File: src/rtl/tdm_demux_8_pkg.sv
// tdm_demux_8_pkg
// Purpose: shared constants and FSM encoding for the 8-slot TDM demultiplexer.
// Contents: slot count, slot index width, index of the last slot, state enum.
package tdm_demux_8_pkg;

   localparam int N_SLOTS = 8;
   localparam int SLOT_W  = 3;

   localparam logic [SLOT_W-1:0] LAST_SLOT = SLOT_W'(N_SLOTS - 1);

   typedef enum logic {
      UNLOCKED = 1'b0,
      LOCKED   = 1'b1
   } state_t;

endpackage

File: src/rtl/tdm_demux_8_decoder.sv
// decoder_3_8
// Purpose: combinational 3-to-8 one-hot decoder that turns the slot index
//          into per-bit write enables for the shadow register.
// Ports:
//   i_sel     in  SLOT_W   slot index
//   o_onehot  out N_SLOTS  one-hot decode of i_sel
module decoder_3_8
   import tdm_demux_8_pkg::*;
(
   input  logic [SLOT_W-1:0]  i_sel,
   output logic [N_SLOTS-1:0] o_onehot
);

   always_comb begin
      o_onehot        = '0;
      o_onehot[i_sel] = 1'b1;
   end

endmodule

File: src/rtl/tdm_demux_8.sv
// tdm_demux_8
// Purpose: rebuilds 8 parallel channel bits from a TDM serial stream with a
//          frame-sync marker on slot 0, publishes each complete frame with a
//          one-cycle valid pulse and flags loss of frame alignment.
// Ports:
//   i_clk     in  1  rising-edge clock
//   i_reset   in  1  asynchronous active-high reset
//   i_en      in  1  sample enable (low = stall)
//   i_d       in  1  serial data bit for the current slot
//   i_sync    in  1  marks that i_d belongs to slot 0
//   o_y       out 8  last complete frame, o_y[k] = slot-k bit
//   o_valid   out 1  one-cycle pulse when o_y is updated
//   o_err     out 1  one-cycle pulse on an alignment error
//   o_locked  out 1  high while frame alignment is held
//   o_slot    out 3  slot expected on the next enabled cycle
//
// state    | meaning
// UNLOCKED | hunting for sync, data discarded until sync arrives
// LOCKED   | aligned, each enabled cycle captures the next slot bit
module tdm_demux_8
   import tdm_demux_8_pkg::*;
(
   input  logic               i_clk,
   input  logic               i_reset,
   input  logic               i_en,
   input  logic               i_d,
   input  logic               i_sync,
   output logic [N_SLOTS-1:0] o_y,
   output logic               o_valid,
   output logic               o_err,
   output logic               o_locked,
   output logic [SLOT_W-1:0]  o_slot
);

   state_t               r_state;
   logic [SLOT_W-1:0]    r_slot;
   logic [N_SLOTS-1:0]   r_shadow;
   logic [N_SLOTS-1:0]   r_y;
   logic                 r_valid;
   logic                 r_err;

   state_t               w_state_next;
   logic [SLOT_W-1:0]    w_slot_next;
   logic [N_SLOTS-1:0]   w_shadow_next;
   logic [N_SLOTS-1:0]   w_y_next;
   logic                 w_valid_next;
   logic                 w_err_next;
   logic                 w_capture;
   logic [N_SLOTS-1:0]   w_dec;
   logic [N_SLOTS-1:0]   w_we;

   decoder_3_8 u_decoder (
      .i_sel    (r_slot),
      .o_onehot (w_dec)
   );

   // Normal capture: aligned, and sync agrees with the expected slot position.
   assign w_capture = i_en && (r_state == LOCKED) &&
                      ((r_slot == '0) ? i_sync : !i_sync);
   assign w_we      = w_dec & {N_SLOTS{w_capture}};

   always_comb begin
      w_state_next  = r_state;
      w_slot_next   = r_slot;
      w_shadow_next = r_shadow;
      w_y_next      = r_y;
      w_valid_next  = 1'b0;
      w_err_next    = 1'b0;
      if (w_capture) begin
         for (int k = 0; k < N_SLOTS; k++) begin
            if (w_we[k]) w_shadow_next[k] = i_d;
         end
         w_slot_next = r_slot + SLOT_W'(1);
         if (r_slot == LAST_SLOT) begin
            // Last bit bypasses the shadow so y is complete on this edge.
            w_y_next      = {i_d, r_shadow[N_SLOTS-2:0]};
            w_valid_next  = 1'b1;
            w_shadow_next = '0;
         end
      end else if (i_en) begin
         case (r_state)
            UNLOCKED: begin
               if (i_sync) begin
                  w_shadow_next = {{(N_SLOTS-1){1'b0}}, i_d};
                  w_slot_next   = SLOT_W'(1);
                  w_state_next  = LOCKED;
               end
            end
            LOCKED: begin
               // Only misaligned cycles reach here: early sync restarts the
               // frame, missing sync drops lock.
               w_err_next = 1'b1;
               if (i_sync) begin
                  w_shadow_next = {{(N_SLOTS-1){1'b0}}, i_d};
                  w_slot_next   = SLOT_W'(1);
               end else begin
                  w_shadow_next = '0;
                  w_slot_next   = '0;
                  w_state_next  = UNLOCKED;
               end
            end
         endcase
      end
   end

   always_ff @(posedge i_clk or posedge i_reset) begin
      if (i_reset) begin
         r_state  <= UNLOCKED;
         r_slot   <= '0;
         r_shadow <= '0;
         r_y      <= '0;
         r_valid  <= 1'b0;
         r_err    <= 1'b0;
      end else begin
         r_state  <= w_state_next;
         r_slot   <= w_slot_next;
         r_shadow <= w_shadow_next;
         r_y      <= w_y_next;
         r_valid  <= w_valid_next;
         r_err    <= w_err_next;
      end
   end

   assign o_y      = r_y;
   assign o_valid  = r_valid;
   assign o_err    = r_err;
   assign o_locked = (r_state == LOCKED);
   assign o_slot   = r_slot;

endmodule

File: config.mk
export PLATFORM = sky130hd
export DESIGN_NAME = tdm_demux_8
export DESIGN_NICKNAME = d
export VERILOG_FILES = /design/src/rtl/tdm_demux_8_pkg.sv /design/src/rtl/tdm_demux_8_decoder.sv /design/src/rtl/tdm_demux_8.sv
export SDC_FILE = /design/constraint.sdc
export NUM_CORES = 1
export LEC_CHECK = 0
export CORE_ASPECT_RATIO = 2
export CORE_UTILIZATION = 25
export DETAILED_ROUTE_END_ITERATION = 12
export PLACE_DENSITY = 0.5
export RECOVER_POWER = 50
export SETUP_SLACK_MARGIN = 0.05
export SLEW_MARGIN = 40
export SYNTH_ARGS = -nofsm -noshare
export SYNTH_HDL_FRONTEND = slang
export SYNTH_HIERARCHICAL = 1
export SYNTH_SLANG_ARGS = --single-unit
File: constraint.sdc
create_clock -name i_clk -period 3.1 [get_ports i_clk]
set_clock_uncertainty 0.1 [all_clocks]
set_input_delay 0.62 -clock i_clk [delete_from_list [all_inputs] [get_ports i_clk]]
set_output_delay 0.62 -clock i_clk [all_outputs]
set_load 0.01 [all_outputs]
# Word-level counts from Yosys, hierarchy flattened
# Cells that the tools add are included.
[totals]
reg_bits = 21
out_inout_bits = 14
word_cells = 70
[op_classes]
addsub = 1
magnitude_cmp = 2
n_eq_ne = 9
mux = 27
bitwise_logic = 3
n_reduce_logical = 16
[ops]
columns = ["operator", "count"]
rows = [
  ["7-bit 2-to-1 mux", 4],
  ["3-bit by 1-bit != test with 1-bit output, second input constant", 7],
  ["3-bit AND reduction", 7],
  ["1-bit 2-to-1 mux", 17],
  ["7-bit case mux with 2 select lines", 1],
  ["3-bit 2-to-1 mux", 3],
  ["8-bit AND", 1],
  ["3-bit case mux with 2 select lines", 1],
  ["2-bit AND reduction", 3],
  ["3-bit by 4-bit less-than comparator with 1-bit output, second input constant", 1],
  ["3-bit by 1-bit adder with 3-bit output, second input constant", 1],
  ["1-bit demux with 3-bit select", 1],
  ["3-bit equality test, second input constant", 1],
  ["3-bit by 1-bit >= comparator with 1-bit output, second input constant", 1],
  ["1-bit logical AND", 3],
  ["3-bit logical NOT", 1],
  ["3-bit != test, second input constant", 1],
  ["1-bit NOT", 2],
  ["2-bit nonzero test", 1],
  ["1-bit logical NOT", 1],
]

# Depth between registers and ports, before layout
[logic_depth]
word_depth = 8
mapped_depth = 7
ltp_nobuf = 6

# Modules after synthesis
# The synthesis kept the hierarchy.
[modules_own_cells]
columns = ["mod", "n_inst", "cells_per_inst", "area_per_inst_um2", "seq_area_each_um2"]
rows = [
  ["tdm_demux_8", 1, 82, 1008.5, 525.5],
  ["decoder_3_8", 1, 8, 65.1, 0.0],
]

# Worst setup path after synthesis
# No wires, ideal clock.
[synth_path]
path_type = "reg2reg"
startpoint = "reg r_slot[0] (netlist: o_slot[0])"
endpoint = "reg r_y[0] (netlist: o_y[0])"
setup_ns = 0.125
t_arrival_ns = 1.805
required_time_ns = 2.875
path_slack_ns = 1.070
stages_incl_launch_ff = 7
synth_period_minus_slack_ns = 2.030
cell_sequence = "dfrtp_1 -> ha_1 -> ha_1 -> buf_2 -> inv_1 -> nor3_4 -> mux2_2"
[synth_between]
elab_chain_cells = 4
word_cells_on_any_way = 5
[synth_lines]
columns = ["element", "line_no", "rtl"]
rows = [
  ["start, declared", "tdm_demux_8.sv:36", "logic [SLOT_W-1:0] r_slot;"],
  ["start signal, assigned", "tdm_demux_8.sv:116", "r_slot <= w_slot_next;"],
  ["3-bit logical NOT", "tdm_demux_8.sv:59", "((r_slot == '0) ? i_sync : !i_sync);"],
  ["1-bit 2-to-1 mux", "tdm_demux_8.sv:59", ""],
  ["1-bit logical AND", "tdm_demux_8.sv:58", "assign w_capture = i_en && (r_state == LOCKED) &&"],
  ["2-bit AND reduction (no source line) *", "-", ""],
  ["end signal, assigned", "tdm_demux_8.sv:118", "r_y <= w_y_next;"],
  ["end, declared", "tdm_demux_8.sv:38", "logic [N_SLOTS-1:0] r_y;"],
]
# Every way passes the cells marked *; elsewhere a longest branch is shown, timed or not.
# A chain may end at the register's enable or synchronous reset.

# Final worst setup path
[layout_path]
startpoint = "in i_sync"
endpoint = "reg r_y[2] (netlist: o_y[2])"
[layout_between]
elab_chain_cells = 4
[layout_lines]
columns = ["element", "line_no", "rtl"]
rows = [
  ["start, declared", "tdm_demux_8.sv:27", "input logic i_sync,"],
  ["1-bit logical NOT", "tdm_demux_8.sv:59", ""],
  ["1-bit 2-to-1 mux *", "tdm_demux_8.sv:59", ""],
  ["1-bit logical AND *", "tdm_demux_8.sv:58", ""],
  ["2-bit AND reduction (no source line) *", "-", ""],
]
# Marks and branches as above.

==> results.json <==
{
  "syn_area_per_cell_um2": 11.98,
  "netSwitchingPower_mw": 0.3599,
  "worstPathRequired_ns": 3.14,
  "yosysWarnings": 6,
  "r2r_cells": 5,
  "firstDrtPassIters": 4,
  "io_buffer_count": 18,
  "antennaDiodeCount": 0,
  "syn_to_final_growth_pct": 26.76,
  "slew_violations": 0,
  "p_leak_nw": 0.6000,
  "rsz0062_at_grt": "false",
  "cts_hold_buf": 0,
  "synthCells": 89,
  "setup_violations": 0,
  "tritoncts": "yes",
  "ir_drop_mv": 0.3369,
  "combPwrFrac_pct": 42.6,
  "cpMaxStageDelayCell": "clkdlybuf4s50_1",
  "slew_headroom_pct": 46.18,
  "slowest_delay_ns": 0.66,
  "coreArea_um2": 4088,
  "cts_resized": 0,
  "die_area_um2": 4545,
  "fin_crit_ns": 2.352,
  "drt_iter0_drc": 20,
  "grt.total_usage_pct": 11.83,
  "io_pins": 19,
  "insertion_delay_ns": 0.25,
  "grt_pass1_wl_um": 3781,
  "vias": 803,
  "p_int_mw": 0.6266,
  "path_clk_slew_ns": 0.07,
  "start_util_pct": 26.08,
  "antenna_found_initial": 0,
  "routabilityCongestion": 0.7464,
  "crit_path_cell_trace": "clkdlybuf4s50_1 > xnor2_2 > nor3_4 > mux2_2",
  "via_per_inst": 5.019,
  "cts_buffer_depth": 2,
  "max_freq_ghz": 0.4251,
  "grt_busiest_layer": "met2",
  "cts_setup_buffers": 0,
  "synthesis.nets": 97,
  "cts_sinks": 21,
  "grt_overflow": 0,
  "chipHeight_um": 94.35,
  "pwr-share-seq_pct": 39.9,
  "use_met1_pct": 13.49,
  "use_met3_pct": 1.147,
  "dp_hpwl_um": 1747,
  "arrival_ns": 2.40,
  "p_total_mw": 0.9865,
  "timing.final.crit_share_pct": 75.88,
  "numCtsBuffers": 3,
  "worstSetupStartpointType": "primary input",
  "drive_gt1_share_pct": 19.44,
  "wire_per_inst_um": 14.48,
  "critPathCaptureType": "flip-flop",
  "layout.nets": 117,
  "post-place-cells": 156,
  "outcome": "completed",
  "report.final.hold_viol_count": 0,
  "power_frac_clock_pct": 17.5,
  "worstHoldPathType": "reg -> reg",
  "p_sw_share_pct": 36.48,
  "cts_root_buf": "clkbuf_8",
  "final_cells": 160,
  "num_rows": 33,
  "final_util_pct": 33.06,
  "finalWirelength_um": 2317,
  "maxCapViolCount": 0,
  "drc": 0,
  "worstMarginPinSlew_ns": 0.8064,
  "final_antenna_net_count": 0,
  "n_fill_cell": 431,
  "met2_usage_pct": 20.44,
  "whs_path_depth": 1,
  "grt_max_degree": 22,
  "netlist_area_um2": 1066,
  "fin_tns_setup_ns": 0,
  "cellPowerDensity_nw_per_um2": 730.0,
  "h-tree-depth": 1,
  "cp_max_fo": 12,
  "crit_type": "in -> reg",
  "die_w_um": 48.18,
  "grt_pass1_vias": 800
}
[per-stage QoR]
step	cell area [µm²]	hold slack [ns]	setup WS (ns)
global placement	1305	0.3847	0.5373
floorplan	1066	0.3507	1.081
detailed placement	1305	0.3734	0.4701
CTS	1351	0.3966	0.7434
finish	1351	0.3914	0.7477
global route	1351	0.4197	0.7029
[metal layers]
layer,part of all wire (%),wire length [µm]
met5,0,0
met4,1.3,31
met3,3.1,71
met2,56,1298
met1,40,916
[power groups by stage]
| stage | clock (mW) | sequential, mW | combinational [mW] |
|---|---|---|---|
| 2_1_floorplan | 0 | 0.409 | 0.248 |
| 3_3_place_gp | 0 | 0.401 | 0.425 |
| 3_5_place_dp | 0 | 0.401 | 0.429 |
| 4_1_cts | 0.182 | 0.396 | 0.431 |
| 5_1_grt | 0.197 | 0.404 | 0.462 |
| 6_report | 0.173 | 0.394 | 0.420 |
[layout make-up]
cell class                 count  area [µm²]  area share, %
clock inverter                 1       5.005         0.3704
clock buffer                   3       41.29          3.056
sequential                    21       525.5          38.89
inverter                       5       18.77          1.389
multi-input combinational     57       493.0          36.48
timing repair buffer          21       202.7          15.00
tap                           52       65.06          4.815
[path summary, 6_finish.rpt]
check                                         from  slack [ns]                      end
min in group asynchronous                  i_reset        0.86       o_y[0]$_DFFE_PP0P_
hold / removal             r_shadow[0]$_DFFE_PP0P_        0.39  r_shadow[0]$_DFFE_PP0P_
setup / recovery                            i_sync        0.75       o_y[2]$_DFFE_PP0P_
max in group asynchronous                  i_reset        1.54    o_slot[2]$_DFFE_PP0P_
setup reg to reg             o_slot[1]$_DFFE_PP0P_        0.80       o_y[2]$_DFFE_PP0P_
hold reg to reg            r_shadow[0]$_DFFE_PP0P_        0.39  r_shadow[0]$_DFFE_PP0P_
[flip-flops by register name, indices dropped and copies added (netlist names)]
| name | cells |
|---|---|
| o_err | 1 |
| o_locked | 1 |
| o_slot | 3 |
| o_valid | 1 |
| o_y | 8 |
| r_shadow | 7 |
[layout by cell type (no fill, tap or decap), drive strengths merged]
cell,n
a211o,1
a21o,1
a21oi,5
a22o,1
a32o,6
and2b,1
and3b,3
buf,3
clkbuf,3
clkdlybuf4s50,11
clkinv,1
dfrtp,21
dlygate4sd3,7
ha,3
inv,5
mux2,8
nand2,3
nand2b,1
nand3,2
nand3b,1
nor2b,1
nor3,3
nor3b,3
nor4,1
o21a,1
o21ai,1
o221ai,1
o22ai,1
o2bb2ai,1
o41ai,7
xnor2,1
[critical path: cells and delay by family]
kind,cells,cell delay (ns)
xor+xnor,1,0.26
buf+inv,1,0.66
mux,1,0.39
simple gates,1,0.46
No activity file was read; power rests on OpenSTA's default activity.
